<file path="config.mk">
export PLATFORM = sky130hd
export DESIGN_NAME = nerv_dmem_bridge
export DESIGN_NICKNAME = d
export VERILOG_FILES = /design/src/rtl/nerv_dmem_bridge.sv
export SDC_FILE = /design/constraint.sdc
export NUM_CORES = 1
export LEC_CHECK = 0
export ABC_AREA = 1
export BUFFER_PORTS_ARGS = -buffer_cell sky130_fd_sc_hd__buf_2
export CAP_MARGIN = 10
export CORE_MARGIN = 2
export CORE_UTILIZATION = 47
export DETAILED_ROUTE_END_ITERATION = 12
export GPL_ROUTABILITY_DRIVEN = 1
export PLACE_DENSITY = 0.84
export SLEW_MARGIN = 20
export SYNTH_ARGS = -nofsm -noshare
export SYNTH_HDL_FRONTEND = slang
export SYNTH_SLANG_ARGS = --single-unit
</file>
<file path="constraint.sdc">
create_clock -name clock -period 3.51 [get_ports clock]
set_clock_uncertainty 0.2 [all_clocks]
set_input_delay 0 -clock clock [delete_from_list [all_inputs] [get_ports clock]]
set_output_delay 0 -clock clock [all_outputs]
set_load 0.01 [all_outputs]
</file>
<file path="src/rtl/nerv_dmem_bridge.sv">
// nerv_dmem_bridge
//
// Connects the NERV core data port to a request/response system bus with
// wait states. Each core access is latched, issued on the bus with a
// valid/ready request, and completed when the separate response arrives.
// The core is held with a combinational stall until then. Load data is held
// in a register so that it stays stable through the core's write-back cycle.
// The replayed load the core presents in that cycle is ignored.
//
// Optional feature: define NERV_DMEM_BRIDGE_TIMEOUT_EN to add a response
// timeout counter and the sticky bus_err output.
//
// Ports:
//   clock, reset      single clock, synchronous active-high reset
//   dmem_valid        core access request
//   dmem_addr         word-aligned address
//   dmem_wstrb        byte write strobes, 0 = read
//   dmem_wdata        write data, already lane-shifted
//   dmem_rdata        read data to the core (held register)
//   stall             hold to the core; no combinational path from bus inputs
//   bus_valid/ready   request handshake
//   bus_addr/wstrb/wdata  request payload, registered
//   bus_rvalid        response strobe for reads and writes
//   bus_rdata         response data, used for reads only
//   bus_err           sticky timeout flag (timeout build only)
//
// State | meaning
// ------+--------------------------------------------------------------
// IDLE  | no access in flight; an eligible dmem_valid is captured here
// REQ   | bus_valid driven, waiting for bus_ready
// RESP  | request accepted, waiting for bus_rvalid (or timeout)
// DONE  | stall released, core commits the access
// WB    | load write-back cycle; the replayed load request is ignored

module nerv_dmem_bridge #(
  parameter int unsigned TIMEOUT_CYCLES = 255
) (
  input  logic        clock,
  input  logic        reset,
  input  logic        dmem_valid,
  input  logic [31:0] dmem_addr,
  input  logic [3:0]  dmem_wstrb,
  input  logic [31:0] dmem_wdata,
  output logic [31:0] dmem_rdata,
  output logic        stall,
  output logic        bus_valid,
  input  logic        bus_ready,
  output logic [31:0] bus_addr,
  output logic [3:0]  bus_wstrb,
  output logic [31:0] bus_wdata,
  input  logic        bus_rvalid,
`ifdef NERV_DMEM_BRIDGE_TIMEOUT_EN
  input  logic [31:0] bus_rdata,
  output logic        bus_err
`else
  input  logic [31:0] bus_rdata
`endif
);

  if (TIMEOUT_CYCLES < 1 || TIMEOUT_CYCLES > 65535) begin : g_bad_timeout
    $error("nerv_dmem_bridge: TIMEOUT_CYCLES must be in 1..65535");
  end

  typedef enum logic [2:0] {
    ST_IDLE = 3'd0,
    ST_REQ  = 3'd1,
    ST_RESP = 3'd2,
    ST_DONE = 3'd3,
    ST_WB   = 3'd4
  } state_t;

  state_t      state_q, state_d;
  logic [31:0] addr_q, addr_d;
  logic [3:0]  wstrb_q, wstrb_d;
  logic [31:0] wdata_q, wdata_d;
  logic [31:0] rdata_q, rdata_d;
  logic        is_read_q, is_read_d;
  logic        suppress_q, suppress_d;
  logic        eligible;

`ifdef NERV_DMEM_BRIDGE_TIMEOUT_EN
  localparam logic [15:0] TMO_LAST = 16'(TIMEOUT_CYCLES - 1);

  logic [15:0] tmo_cnt_q, tmo_cnt_d;
  logic        err_q, err_d;
`endif

  // The core's request in the first cycle after reset is not a real access.
  assign eligible = dmem_valid && !suppress_q;

  always_comb begin
    state_d    = state_q;
    addr_d     = addr_q;
    wstrb_d    = wstrb_q;
    wdata_d    = wdata_q;
    rdata_d    = rdata_q;
    is_read_d  = is_read_q;
    suppress_d = 1'b0;
    stall      = 1'b0;
    bus_valid  = 1'b0;
`ifdef NERV_DMEM_BRIDGE_TIMEOUT_EN
    tmo_cnt_d  = tmo_cnt_q;
    err_d      = err_q;
`endif

    case (state_q)
      ST_IDLE: begin
        if (eligible) begin
          stall     = 1'b1;
          addr_d    = dmem_addr;
          wstrb_d   = dmem_wstrb;
          wdata_d   = dmem_wdata;
          is_read_d = (dmem_wstrb == 4'b0000);
          state_d   = ST_REQ;
        end
      end

      ST_REQ: begin
        stall     = 1'b1;
        bus_valid = 1'b1;
        if (bus_ready) begin
          state_d = ST_RESP;
`ifdef NERV_DMEM_BRIDGE_TIMEOUT_EN
          tmo_cnt_d = 16'd0;
`endif
        end
      end

      ST_RESP: begin
        stall = 1'b1;
        if (bus_rvalid) begin
          if (is_read_q) begin
            rdata_d = bus_rdata;
          end
          state_d = ST_DONE;
        end
`ifdef NERV_DMEM_BRIDGE_TIMEOUT_EN
        // Counter would reach TIMEOUT_CYCLES on this empty cycle: expire now.
        // A response in the same cycle wins via the branch above.
        else if (tmo_cnt_q == TMO_LAST) begin
          if (is_read_q) begin
            rdata_d = 32'hFFFF_FFFF;
          end
          err_d   = 1'b1;
          state_d = ST_DONE;
        end else begin
          tmo_cnt_d = tmo_cnt_q + 16'd1;
        end
`endif
      end

      ST_DONE: begin
        state_d = is_read_q ? ST_WB : ST_IDLE;
      end

      ST_WB: begin
        state_d = ST_IDLE;
      end

      default: begin
        state_d = ST_IDLE;
      end
    endcase
  end

  always_ff @(posedge clock) begin
    if (reset) begin
      state_q    <= ST_IDLE;
      addr_q     <= 32'd0;
      wstrb_q    <= 4'd0;
      wdata_q    <= 32'd0;
      rdata_q    <= 32'd0;
      is_read_q  <= 1'b0;
      suppress_q <= 1'b1;
`ifdef NERV_DMEM_BRIDGE_TIMEOUT_EN
      tmo_cnt_q  <= 16'd0;
      err_q      <= 1'b0;
`endif
    end else begin
      state_q    <= state_d;
      addr_q     <= addr_d;
      wstrb_q    <= wstrb_d;
      wdata_q    <= wdata_d;
      rdata_q    <= rdata_d;
      is_read_q  <= is_read_d;
      suppress_q <= suppress_d;
`ifdef NERV_DMEM_BRIDGE_TIMEOUT_EN
      tmo_cnt_q  <= tmo_cnt_d;
      err_q      <= err_d;
`endif
    end
  end

  assign dmem_rdata = rdata_q;
  assign bus_addr   = addr_q;
  assign bus_wstrb  = wstrb_q;
  assign bus_wdata  = wdata_q;
`ifdef NERV_DMEM_BRIDGE_TIMEOUT_EN
  assign bus_err    = err_q;
`endif

endmodule

</file>
==> results of run 1 <==
-- worst min path at each step --
stage	from	to	slack, ps	cells past startpoint
2_1_floorplan	reset	suppress_q	-170	0
3_3_place_gp	reset	suppress_q	-20	1
3_5_place_dp	reset	suppress_q	-30	1
4_1_cts	dmem_valid	state_q[0]	30	6
5_1_grt	dmem_valid	bus_wdata[13]	110	5
6_report	dmem_valid	state_q[0]	80	6
-- what timing repair did --
action,in CTS,in global routing
buffers inserted,0,0
hold endpoints to repair,105,0
hold buffers,108,0
-- power by group through the flow --
stage | Combinational, mW | Clock (mW) | Sequential [mW]
2_1_floorplan | 0.209 | 0 | 1.41
3_3_place_gp | 0.442 | 0 | 1.36
3_5_place_dp | 0.453 | 0 | 1.37
4_1_cts | 0.554 | 0.864 | 1.34
5_1_grt | 0.636 | 0.919 | 1.36
6_report | 0.583 | 0.872 | 1.35
-- critical path, stage by stage (launching register included) --
cell and delay [ps]:
dfxtp_1 350, nor2_4 200, nand4_2 570, inv_1 960, nor2_1 130, nor2_1 180
-- cells in the final DEF (no fill, tap or decap), types with 2 or more instances in the layout --
cell and instances:
a21oi_1 2, buf_2 206, buf_4 3, bufinv_16 3, clkbuf_8 9, dfxtp_1 105, dlygate4sd3_1 108, inv_1 6
nand2_1 8, nand3_1 8, nor2_1 207, nor2_4 2, o21ai_0 89, o21ai_1 10
-- metrics by stage --
| stage | power (mW) | area [um^2] |
|---|---|---|
| 2_1_floorplan | 1.622 | 3690 |
| 3_3_place_gp | 1.806 | 4716 |
| 3_5_place_dp | 1.819 | 4716 |
| 4_1_cts | 2.760 | 6025 |
| 5_1_grt | 2.912 | 6025 |
| 6_report | 2.802 | 6025 |
-- state kept, by name, summed over array words and instances (netlist names) --
register / flops
bus_addr: 32
bus_wdata: 32
bus_wstrb: 4
dmem_rdata: 32
is_read_q: 1
state_q: 3
suppress_q: 1
-- synth_stat cells --
cell,instances
o21ai_1,10
nand2_2,1
clkbuf_1,13
a21oi_1,2
and2_0,1
nor2_1,207
inv_1,7
nand4_1,1
nand2_1,8
nor2_4,2
buf_2,13
dfxtp_1,105
nand3_1,8
nand4_2,1
buf_4,4
buf_6,1
o21ai_0,89
-- kinds of logic after synthesis --
family	after synthesis	synth area share [%]
and+or+nand+nor	229	24.42
DFF	105	56.97
AOI/OAI and AO/OA	101	13.70
buffers and inverters	38	4.917
-- routing by layer --
layer  wire length, um  up-vias  track usage [%]
li1                  -     2100                -
met1              4950     2082            32.16
met2              6967      262            56.75
met3              1077       76            7.242
met4               744        0            19.65
met5                 0        -                0
-- cell type report --
cell class,count,area share (%)
inverter,7,0.4361
clock buffer,9,2.056
timing repair buffer,317,35.43
sequential,105,34.89
tap,102,2.118
multi-input combinational,330,23.34
clock inverter,5,1.724
==> key figures, run 1 <==
Clocking
  – CTS root buf: clkbuf_8
  – CTS Buffer Depth: 2
  – Sink Count: 105
  – CTS clk-pin slew, worst paths: about 100 ps
  – Clk_lat worst skew: 350 ps
  – H-Tree Depth: 3
  – PostCTS Resize Cnt: 0
  – TritonCTS clock tree: built
  – Total CTS buffers: 9

GRT
  – First-pass GRT wire length: approximately 21000 um
  – GRT Overall Usage: between 30% and 40%
  – Initial antenna violation count: 0
  – Global route overflow: 0
  – Vias in the first global route: ~4600
  – Largest net degree at the start of global routing: 59

Setup path
  – Crit path max fanout: 33
  – Worst Reg-to-Reg Cells: 5
  – Critical path data required time: 3590 ps
  – R2r startpoint: state_q[2]
  – Crit Path Class: reg -> reg
  – CP endpoint: dmem_rdata[17]
  – Type of origin of the critical path: flip-flop
  – R2R Path End: dmem_rdata[17]
  – Critical Path Sink Type: flip-flop
  – Critical Path AT: 2750 ps
  – Crit path launch: state_q[2]
  – Reg-to-reg slack, setup: 840 ps

STA
  – RSZ-0062 raised after global routing: no
  – Final period util: between 70% and 80%
  – Slew headroom: between 30% and 40%
  – Fin worst setup slack: between 800 and 900 ps
  – Setup TNS: 0 ps
  – # setup viols final: 0
  – Achievable Freq: about 370 MHz
  – Hold WS: 78.65 ps
  – Least-Margin Pin Slew: between 900 and 1000 ps
  – Final Hold Vio Count: 0
  – Final min period: between 2000 and 3000 ps
  – Slew Limit Fails: 0

Yosys
  – Top-area cell type share of the netlist area: between 50% and 60%
  – Yosys Warn Count: 0
  – Post-Syn Instances: roughly 470
  – Syn Nets: a little under 600
  – Syn Std Cell Area: around 3700 um^2
  – Post-synthesis sequential area ratio: a little under three fifths
  – Cell accounting for the most synthesized area: dfxtp_1
  – Synth top area cells: dfxtp_1 (57%), nor2_1 (21%), o21ai_0 (12%)
  – Synth cell types: 17
  – Avg Inst Size Synth: ~7.8 um^2
  – Count of state elements after synthesis: 105

Cells and area
  – Final Util: slightly below 80%
  – Register Area: around 2100 um^2
  – Finished Layout Cells: 875
  – NumNets Final: 875
  – Filler cell count: roughly 470
  – Layout cell share with drive strength beyond 1: slightly below 30%
  – Diode count: 0
  – Post-synthesis to final-layout area growth: 63.28%
  – Multi-input logic area: 1406 um^2

Pwr
  – Comb power frac: between 20% and 30%
  – Peak VDD IR: ~0.00026 V
  – Sw Ratio: about 28%
  – Power Dens Cells: about 470 nW/um^2
  – Int Power: 2.025 mW
  – Sw power: 0.7778 mW
  – Clock power frac: 31.1%
  – LEAKAGE: 3.034 nW
  – Fraction of power consumed by sequential logic: about half

Placed design
  – Routability cong.: ~0.81
  – HPWL Detailed: 6835 um
  – # port buffers: around 200
  – Dpl ws: between 900 and 1000 ps
  – Placed insts: 753

Floorplan
  – Core Region: about 7600 um^2
  – # IOs: between 200 and 250
  – Die height: around 93 um
  – Full die area: about 8600 um^2
  – Cell row count: 32
  – Die W: between 90 and 100 um
  – Initial core utilization: ~48%

Detailed routing
  – Vias per inst: just over 5
  – Routed wire length: roughly 14000 um
  – Detail Route Antenna Nets: 0
  – DRC: 0
  – DR WL/cell: around 16 um
  – Vias: between 4000 and 5000
  – Pre-Repair DR Iteration Count: 5
  – Number of DRC markers in iteration 0: ~220

Flow run
  – Max_cap viols: 0

Run status
  – Status: complete, no violations

Worst hold path
  – Hold crit path type: in -> reg
Note: power is estimated with default switching activity, not from simulation.
==> inputs of run 2 (changes only) <==
CORE_UTILIZATION = 44   (was 47)
PLACE_DENSITY = 0.8   (was 0.84)
clock period = 2.7 ns   (was 3.51 ns; I/O delays follow)
==> run 2 against run 1 <==
Power increased by 26%. Count of clock-buffer cells in the layout increased by 2. Global-route usage down 4.9 points. First-iteration DRC count down 28%. Highest routed layer unchanged. Critical path depth rose by 2. Largest power group unchanged. Core utilization decreased by 4.8 points. Clock power up 19%. Critical path type is now in -> reg. Register-to-register slack worse by 40 ps. Critical endpoint is now state_q[0]. Sequential power increased by 30%.
==> key figures, run 2 (synthesis results as in run 1) <==
Run status
  – Status: complete, no violations

Clocking
  – Clk_lat worst skew: 360 ps
  – CTS Buffer Depth: 2
  – TritonCTS clock tree: built
  – PostCTS Resize Cnt: 0
  – Sink Count: roughly 110
  – Total CTS buffers: 9
  – H-Tree Depth: 3
  – CTS root buf: clkbuf_8
  – CTS clk-pin slew, worst paths: 100 ps

STA
  – Slew headroom: ~58%
  – Final Hold Vio Count: 0
  – Achievable Freq: 463.3 MHz
  – Hold WS: 170.7 ps
  – Slew Limit Fails: 0
  – Final period util: around 80%
  – Setup TNS: 0 ps
  – Final min period: 2159 ps
  – RSZ-0062 raised after global routing: no
  – # setup viols final: 0
  – Least-Margin Pin Slew: between 600 and 700 ps

GRT
  – Largest net degree at the start of global routing: 60
  – Initial antenna violation count: 0
  – Vias in the first global route: about 4200
  – Global route overflow: 0
  – GRT Overall Usage: 26.31%
  – First-pass GRT wire length: 18950 um

Detailed routing
  – Routed wire length: roughly 12000 um
  – Vias: ~4300
  – DR WL/cell: 14.15 um
  – DRC: 0
  – Detail Route Antenna Nets: 0
  – Pre-Repair DR Iteration Count: 5
  – Number of DRC markers in iteration 0: 160
  – Vias per inst: slightly below 5

Cells and area
  – Finished Layout Cells: ~880
  – Filler cell count: 590
  – NumNets Final: roughly 900
  – Register Area: 2102 um^2
  – Layout cell share with drive strength beyond 1: approximately 30%
  – Most frequent cells in the layout: nor2_1 (207), buf_2 (206), dlygate4sd3_1 (107)
  – Multi-input logic area: between 1000 and 1500 um^2
  – Diode count: 0
  – Post-synthesis to final-layout area growth: 63.89%
  – Commonest non-fill, non-tap cell in the layout: nor2_1
  – Fin area: around 6000 um^2

Pwr
  – Sw power: around 1 mW
  – Clock power frac: 29.3%
  – LEAKAGE: between 3 and 4 nW
  – Int Power: ~2.5 mW
  – Power Dens Cells: 584.7 nW/um^2
  – Sw Ratio: approximately 28%
  – Fraction of power consumed by sequential logic: between 40% and 50%
  – Peak VDD IR: around 0.00033 V
  – Comb power frac: a little over a fifth

Floorplan
  – Cell row count: 33
  – Die height: 95.58 um
  – # IOs: 207
  – Full die area: a little over 9000 um^2
  – Initial core utilization: 45.13%
  – Core Region: approximately 8200 um^2
  – Die W: approximately 96 um

Setup path
  – CP max-delay cell: dlygate4sd3_1
  – Crit Path Class: in -> reg
  – Crit path max fanout: slightly below 60
  – Cells along the critical path: dlygate4sd3_1 > buf_2 > inv_2 > buf_12 > nand3_1 > nor2_1 > dlygate4sd3_1
  – Type of origin of the critical path: input pin
  – Critical Path AT: between 2000 and 2500 ps
  – Critical path data required time: 2810 ps
  – Crit-path most repeated cell: dlygate4sd3_1
  – Critical Path Sink Type: flip-flop
  – CP max stage delay: around 560 ps

Placed design
  – Placed insts: 759
  – Dpl cell area: around 4800 um^2
  – # port buffers: between 200 and 250
  – Routability cong.: 0.8014
  – HPWL Detailed: 6910 um

Flow run
  – Max_cap viols: 0

Worst hold path
  – Hold crit path type: in -> reg
run 2: critical path: cells and delay by family:
family,cells,cell delay [ps]
buffers and inverters,5,2010
and+or+nand+nor,2,230
run 2: metrics by stage:
step | setup WS [ps] | power (mW) | utilization, %
floorplan | 1354 | 2.108 | -
global placement | 929.3 | 2.362 | 58.31
detailed placement | 875.5 | 2.383 | 58.31
CTS | 559.3 | 3.530 | 73.97
global route | 432.8 | 3.698 | 73.97
finish | 541.3 | 3.536 | 73.97
run 2: routing by layer:
| layer | global-route usage (%) | up-vias | routed length (um) |
|---|---|---|---|
| met4 | 12.50 | 0 | 422 |
| met1 | 28.60 | 1975 | 4784 |
| met2 | 47.90 | 208 | 6336 |
| met3 | 6.008 | 44 | 924 |
| li1 | - | 2104 | - |
| met5 | 0 | - | 0 |
run 2: what timing repair did:
item	CTS	global route
hold endpoints to repair	105	0
hold buffers	107	0
buffers inserted	0	0
run 2: cell type report:
class / count / area share (%)
Timing Repair Buffer: 319 / 35.92
Sequential cell: 105 / 34.76
Multi-Input combinational cell: 330 / 23.26
Clock buffer: 11 / 2.173
Tap cell: 105 / 2.173
Clock inverter: 4 / 1.283
Inverter: 7 / 0.4345
run 2: worst paths after layout:
check | startpoint | endpoint | slack (ps) | cells after the start
worst min-delay path | reset | suppress_q | 170 | 2
worst min register to register | bus_wstrb[2] | bus_wstrb[2] | 260 | 2
worst max-delay path | reset | state_q[0] | 540 | 7
worst max register to register | state_q[0] | bus_wdata[24] | 800 | 6
run 2: power by group through the flow:
stage                     clock network [mW]  logic (mW)  registers (mW)
after floorplan                            0       0.272            1.84
after global placement                     0       0.582            1.78
after detailed placement                   0       0.601            1.78
after CTS                               1.05       0.724            1.75
after global routing                    1.11       0.817            1.77
final                                   1.04       0.743            1.76
==> inputs of run 3 (changes only) <==
clock period = 2.1 ns   (was 2.7 ns; I/O delays follow)
==> run 3 against run 2 <==
Wire length up 3.0%. Power grew 27%. Sequential cell count did not move. Via count up 1.6%. First-iteration DRC count increased by 28%. Register-to-register slack got worse by 530 ps. Combinational power rose by 31%. Critical path depth decreased by 1. Global-route usage is 0.73 points higher. Cell count is 0.57% higher. Count of clock-buffer cells in the layout is the same. Design area rose by 0.50%. Largest power group unchanged.
==> key figures, run 3 (synthesis results as in run 1) <==
Run status
  – Status: complete, no violations

Setup path
  – Type of origin of the critical path: input pin
  – Critical Path Sink Type: flip-flop
  – Critical path data required time: ~2200 ps
  – Reg-to-reg slack, setup: ~270 ps
  – Critical Path AT: around 2000 ps
  – Worst Reg-to-Reg Cells: 6
  – Crit path max fanout: 35
  – Crit Path Class: in -> reg

Detailed routing
  – Vias: about 4400
  – DRC: 0
  – Pre-Repair DR Iteration Count: 5
  – Wire length on met3: about 1100 um
  – Wl on met1: about 4700 um
  – DR top layer: met4
  – Routed wire length: around 13000 um
  – DR WL/cell: 14.49 um
  – Number of DRC markers in iteration 0: between 200 and 250
  – Detail Route Antenna Nets: 0
  – Vias per inst: slightly below 5
  – Met2 WL post-DR: roughly 6600 um

GRT
  – First-pass GRT wire length: slightly below 20000 um
  – Initial antenna violation count: 0
  – Largest net degree at the start of global routing: 53
  – GRT Overall Usage: between 20% and 30%
  – Vias in the first global route: around 4300
  – Global route overflow: 0

Cells and area
  – Filler cell count: about 560
  – Commonest non-fill, non-tap cell in the layout: nor2_1
  – Most frequent cells in the layout: nor2_1 (207), buf_2 (206), dlygate4sd3_1 (109)
  – Finished Layout Cells: slightly below 900
  – Post-synthesis to final-layout area growth: 64.70%
  – Layout cell share with drive strength beyond 1: between 20% and 30%
  – Final Util: 74.33%
  – NumNets Final: 881
  – Diode count: 0

Clocking
  – Total CTS buffers: 9
  – Clk_lat worst skew: ~350 ps
  – TritonCTS clock tree: built
  – H-Tree Depth: 3
  – Sink Count: around 110
  – CTS clk-pin slew, worst paths: approximately 90 ps
  – CTS root buf: clkbuf_8
  – CTS Buffer Depth: 2

STA
  – Achievable Freq: between 500 and 600 MHz
  – Final min period: roughly 1900 ps
  – Final Hold Vio Count: 0
  – Hold WS: between 150 and 200 ps
  – Setup TNS: 0 ps
  – Least-Margin Pin Slew: 529.0 ps
  – Slew Limit Fails: 0
  – RSZ-0062 raised after global routing: no
  – # setup viols final: 0
  – Final period util: approximately nine tenths
  – Slew headroom: about two thirds

Placed design
  – # port buffers: 206
  – HPWL Detailed: 7059 um
  – Placed insts: around 760
  – Routability cong.: 0.7999

Pwr
  – Peak VDD IR: ~0.00041 V
  – LEAKAGE: about 3.1 nW
  – Power Dens Cells: approximately 740 nW/um^2

Floorplan
  – Core Region: ~8200 um^2
  – Initial core utilization: between 40 and 50%
  – Full die area: between 9000 and 10000 um^2
  – Cell row count: 33
  – # IOs: a little over 200
  – Die height: between 90 and 100 um
  – Die W: around 96 um

Flow run
  – Max_cap viols: 0

Worst hold path
  – Hold path cells: 2
  – Hold crit path type: in -> reg
## run 3: cell types whose count changed in the layout (fill, tap and decap cells not counted)
cell	change
buf_4	+2
bufinv_16	-1
clkbuf_8	+1
clkinv_4	-1
dlygate4sd3_1	+2
inv_6	+1
clkinvlp_4	+2
clkbuf_1	-1
## run 3: layout make-up
cell class | instances | area [um^2] | area share [%]
clock buffer | 11 | 141.4 | 2.327
clock inverter | 5 | 62.56 | 1.029
inverter | 7 | 26.28 | 0.4324
multi-input combinational | 330 | 1406 | 23.14
sequential | 105 | 2102 | 34.59
tap | 105 | 131.4 | 2.162
timing repair buffer | 323 | 2207 | 36.32
## run 3: stage by stage
| stage | total power, mW | area (um^2) | setup WS, ps |
|---|---|---|---|
| 3_5_place_dp | 3.067 | 4782 | 496.6 |
| 2_1_floorplan | 2.711 | 3690 | 754.3 |
| 4_1_cts | 4.493 | 6087 | 74.43 |
| 6_report | 4.487 | 6077 | 235.3 |
| 5_1_grt | 4.698 | 6077 | 78.66 |
| 3_3_place_gp | 3.036 | 4782 | 586.9 |
## run 3: final timing paths
check	from	end
setup / recovery	reset	dmem_rdata[6]
setup reg to reg	state_q[1]	state_q[1]
hold / removal	reset	suppress_q
hold reg to reg	bus_wstrb[2]	bus_wstrb[2]
## run 3: worst max-delay path, stage by stage
cell and delay (ps):
dlygate4sd3_1 530, buf_2 150, inv_2 400, o21ai_0 170, dlygate4sd3_1 590, nor2_1 100
## run 3: metal layers
layer	GRT usage, %	vias up
met5	0	-
li1	-	2111
met3	6.403	42
met2	50.17	239
met4	12.86	0
met1	28.44	2007
## run 3: repair_timing
action | CTS | global route
hold buffers | 110 | 0
setup endpoints to repair | 0 | 1
gates resized for setup | 0 | 0
setup buffers | 0 | 0
hold endpoints to repair | 105 | 0
## run 3: power breakdown
part           leakage (nW)  total, mW  internal (mW)  switching [mW]
registers             0.857       2.25           2.16          0.0949
clock network        0.0966       1.26          0.593           0.669
logic                  2.10      0.970          0.450           0.519
total                  3.06       4.49           3.20            1.28
